## config.mk

```make
export PLATFORM = sky130hd
export DESIGN_NAME = vga_sync_ctrl
export DESIGN_NICKNAME = d
export VERILOG_FILES = /design/src/rtl/vga_sync_ctrl.sv
export SDC_FILE = /design/constraint.sdc
export NUM_CORES = 1
export LEC_CHECK = 0
export BUFFER_PORTS_ARGS = -buffer_cell sky130_fd_sc_hd__clkbuf_2
export CORE_MARGIN = 2
export CORE_UTILIZATION = 35
export DETAILED_ROUTE_END_ITERATION = 8
export PLACE_DENSITY = 0.62
export SLEW_MARGIN = 20
export SYNTH_ARGS = -nofsm -noshare
export SYNTH_HDL_FRONTEND = slang
export SYNTH_SLANG_ARGS = --single-unit
```

## constraint.sdc

```tcl
create_clock -name clk -period 2.3 [get_ports clk]
set_input_delay 0.115 -clock clk [delete_from_list [all_inputs] [get_ports clk]]
set_output_delay 0.115 -clock clk [all_outputs]
set_load 0.05 [all_outputs]
```

## src/rtl/vga_sync_ctrl.sv

```systemverilog
// VGA raster timing sequencer: pixel-rate strobe from a clock divider, horizontal and
// vertical position counters, and zero-latency sync/visible/strobe decodes of those counters.
module vga_sync_ctrl #(
    parameter int   CNT_W     = 10,
    parameter int   CLK_DIV   = 2,
    parameter int   H_VISIBLE = 640,
    parameter int   H_FRONT   = 16,
    parameter int   H_SYNC    = 96,
    parameter int   H_BACK    = 48,
    parameter int   V_VISIBLE = 480,
    parameter int   V_FRONT   = 10,
    parameter int   V_SYNC    = 2,
    parameter int   V_BACK    = 33,
    parameter logic HSYNC_POL = 1'b0,
    parameter logic VSYNC_POL = 1'b0
) (
    input  logic             clk,
    input  logic             i_sclr,
    input  logic             i_en,
    output logic             o_pix_en,
    output logic [CNT_W-1:0] o_hcnt,
    output logic [CNT_W-1:0] o_vcnt,
    output logic             o_hsync,
    output logic             o_vsync,
    output logic             o_visible,
    output logic             o_line_end,
    output logic             o_frame_end
);

    localparam int H_TOTAL = H_VISIBLE + H_FRONT + H_SYNC + H_BACK;
    localparam int V_TOTAL = V_VISIBLE + V_FRONT + V_SYNC + V_BACK;
    localparam int DIV_W   = (CLK_DIV > 1) ? $clog2(CLK_DIV) : 1;

    localparam logic [DIV_W-1:0] DIV_LAST = DIV_W'(CLK_DIV - 1);
    localparam logic [CNT_W-1:0] H_LAST   = CNT_W'(H_TOTAL - 1);
    localparam logic [CNT_W-1:0] V_LAST   = CNT_W'(V_TOTAL - 1);
    localparam logic [CNT_W-1:0] H_VIS    = CNT_W'(H_VISIBLE);
    localparam logic [CNT_W-1:0] V_VIS    = CNT_W'(V_VISIBLE);
    localparam logic [CNT_W-1:0] HS_START = CNT_W'(H_VISIBLE + H_FRONT);
    localparam logic [CNT_W-1:0] HS_END   = CNT_W'(H_VISIBLE + H_FRONT + H_SYNC);
    localparam logic [CNT_W-1:0] VS_START = CNT_W'(V_VISIBLE + V_FRONT);
    localparam logic [CNT_W-1:0] VS_END   = CNT_W'(V_VISIBLE + V_FRONT + V_SYNC);

    logic [DIV_W-1:0] r_div;
    logic [CNT_W-1:0] r_hcnt;
    logic [CNT_W-1:0] r_vcnt;

    logic w_pix_en;
    logic w_h_last;
    logic w_v_last;
    logic w_hs_act;
    logic w_vs_act;

    // The strobe is gated by i_en combinationally, so dropping i_en while the divider
    // sits on its last phase suppresses that pixel and it is issued once i_en returns.
    assign w_pix_en = i_en & (r_div == DIV_LAST);
    assign w_h_last = (r_hcnt == H_LAST);
    assign w_v_last = (r_vcnt == V_LAST);

    always_ff @(posedge clk) begin
        if (i_sclr) begin
            r_div  <= '0;
            r_hcnt <= '0;
            r_vcnt <= '0;
        end else begin
            if (i_en) begin
                r_div <= (r_div == DIV_LAST) ? '0 : r_div + 1'b1;
            end
            if (w_pix_en) begin
                r_hcnt <= w_h_last ? '0 : r_hcnt + 1'b1;
                if (w_h_last) begin
                    r_vcnt <= w_v_last ? '0 : r_vcnt + 1'b1;
                end
            end
        end
    end

    assign w_hs_act = (r_hcnt >= HS_START) && (r_hcnt < HS_END);
    assign w_vs_act = (r_vcnt >= VS_START) && (r_vcnt < VS_END);

    assign o_pix_en    = w_pix_en;
    assign o_hcnt      = r_hcnt;
    assign o_vcnt      = r_vcnt;
    assign o_hsync     = w_hs_act ? HSYNC_POL : ~HSYNC_POL;
    assign o_vsync     = w_vs_act ? VSYNC_POL : ~VSYNC_POL;
    assign o_visible   = (r_hcnt < H_VIS) && (r_vcnt < V_VIS);
    assign o_line_end  = w_pix_en & w_h_last;
    assign o_frame_end = w_pix_en & w_h_last & w_v_last;

endmodule

```

==> results.toml <==
[status]
status = "finished clean"

[detailed_routing]
drtIter0Drc = 45
drc = 0
ant_nets = 0
via_per_inst = 5.20
drt_wl_total_um = 2610
dr_total_vias = 1071
wl_per_cell_um = 12.7
firstDrtPassIters = 4

[sta]
period_minus_slack_ns = 2.19
setup_viol = 0
period_share_pct = 95.3
worstMarginPinSlew_ns = 0.412
rsz0062_at_grt = "false"
tns_ns = 0
drv_slew = 0
slew_headroom_pct = 72.5
clock-skew-final_ns = 0.00576
hold_violations = 0
fmax_mhz = 456
hold_ws_ns = 0.0519

[pwr]
seqPwrFrac_pct = 63.5
power_frac_comb_pct = 6.2
p_clk_share_pct = 30.3
power.switching_uw = 140
power_leakage_uw = 0.000491
power.total_uw = 584
powerDensity_mw_per_mm2 = 434
p_sw_share_pct = 24.0
p_int_uw = 444
irDropWorstVdd_uv = 268

[min_path]
hold_class = "in -> reg"
hp-start = "i_sclr"

[clock_tree]
clock_sinks = 21
cts_max_path_buffers = 2
hold_buffers = 0
clock-root-buffer = "clkbuf_4"
cts_resized = 0
postCtsSetupRepairBufs = 0
cts-buffers-inserted = 3
cts_tree = "done"
clk_pin_slew_ns = 0.12
cts.htree.levels = 1
clk_latency_ns = 0.30

[global_route]
busiest_layer = "met2"
antenna_found_initial = 0
use_met1_pct = 20.1
grt_use_total_pct = 15.1
overflow = 0
met2_usage_pct = 24.0
met3_usage_pct = 3.84
grt_pass1_vias = 911
grt_first_pass_wirelength_um = 4240
grt_max_degree = 20

[logic_synthesis]
ys.flop_type = "dfxtp_1"
synthCells = 134
synth_common_cells = "dfxtp_1 (21), nor2_1 (16), nand4_1 (9), xnor2_1 (9)"
synth_edf_count = 0
yosysTopAreaCell = "dfxtp_1"
synth_nets = 142
synthTopCellsByArea = "dfxtp_1 (37%), xnor2_1 (7.0%), ha_1 (5.6%), nor2_1 (5.3%), nand4_1 (5.0%)"
async_flop_share_pct = 0
synth_warnings = 0
ys_seq_area_share_pct = 37.3
ys_ff_latch = 21
yosysMostFrequentCell = "dfxtp_1"
synth_area_per_cell_um2 = 8.40
syn_area_mm2 = 0.00113
synth_top_area_share_pct = 37.3
yosysUniqueCellTypes = 32

[setup_path]
worst_setup_path_start_kind = "flop"
crit_path_start = "o_hcnt[0]$_SDFFE_PP0P_"
critPathMaxFanout = 19
cp.required_ns = 2.18
path_class = "reg -> out"
r2r_start = "o_hcnt[0]$_SDFFE_PP0P_"
end_kind = "primary output"
crit_arrival_ns = 2.08

[layout]
final_area_mm2 = 0.00135
syn_to_final_growth_pct = 19.6
antenna_cells = 0
final_util_pct = 44.1
fin_nets = 171
drive_above_1_share_pct = 25.9

[placement]
dpl_cell_area_mm2 = 0.00132
dpl.hpwl_um = 1890
gp_congestion = 0.793
port_buffers = 28

[floorplan]
initial_core_util_pct = 36.9
die_w_um = 60.7
die-area_mm2 = 0.00369
ios = 29
die_h_um = 60.7
core_mm2 = 0.00305
rows = 20

[job]
drv_cap = 0
[power by group through the flow]
stage	sequential [uW]	clock (uW)	combinational, uW
2_1_floorplan	385	0	19.5
3_3_place_gp	379	0	36.2
4_1_cts	371	185	36.6
6_report	371	177	36.1
3_5_place_dp	379	0	36.4
5_1_grt	372	201	39.8
[through the flow]
stage / worst slack (ns) / instances
CTS: 0.0115 / 206
detailed placement: 0.162 / 202
global route: 0.0122 / 206
finish: 0.109 / 206
floorplan: 0.0370 / 134
global placement: 0.226 / 202
[sequential cells by signal (all words and copies together) (netlist names)]
signal	count
o_hcnt	10
o_vcnt	10
r_div	1
[critical path, cell delays in order (launching register included)]
cell	delay (ns)
dfxtp_4	0.39
ha_1	0.21
nand4_2	0.18
or4_4	0.58
nor2_2	0.14
buf_2	0.27
[layout by cell type (no fill, tap or decap), types with 4 or more instances in the layout]
cell      synthesis  routed
clkbuf_2          0      27
xnor2_1           9       9
or3_1             4       4
ha_1              5       5
a21oi_1           8       8
o21ai_0           4       4
nand4_1           9       9
nand2_1           6       6
dfxtp_1          21      16
nor2_1           16      15
inv_1             8       7
nand3_1           5       5
nor3_1            7       7
[layer usage]
layer / share of wire [%] / vias up / wire, um
met1: 48 / 507 / 1260
li1: - / 539 / -
met3: 3.7 / 2 / 96
met4: 0.57 / 0 / 15
met5: 0 / - / 0
met2: 48 / 23 / 1250
[final cells by class]
class	instances	area [um^2]
Inverter	9	37.5
Sequential cell	21	432
Fill cell	343	1710
Tap cell	44	55.1
Clock buffer	4	26.3
Multi-Input combinational cell	99	648
Timing Repair Buffer	29	148
[path summary, 6_finish.rpt]
check | cells after the start | end | slack (ns)
setup reg to reg | 5 | o_vcnt[8]$_SDFFE_PP0P_ | 0.19
setup / recovery | 5 | o_frame_end | 0.11
hold reg to reg | 2 | o_vcnt[8]$_SDFFE_PP0P_ | 0.53
hold / removal | 2 | o_hcnt[1]$_SDFFE_PP0P_ | 0.05
[cell families (layout without fill, tap and decap cells)]
logic type	count (synthesis)	count (layout)	synth area share [%]
adders and majority gates	5	5	5.56
AOI/OAI and AO/OA	19	19	10.4
DFF	21	21	37.3
and+or+nand+nor	63	63	32.0
xor gates and xnor gates	12	12	9.33
buffers and inverters	14	42	5.33
(Power assumes the default switching activity.)
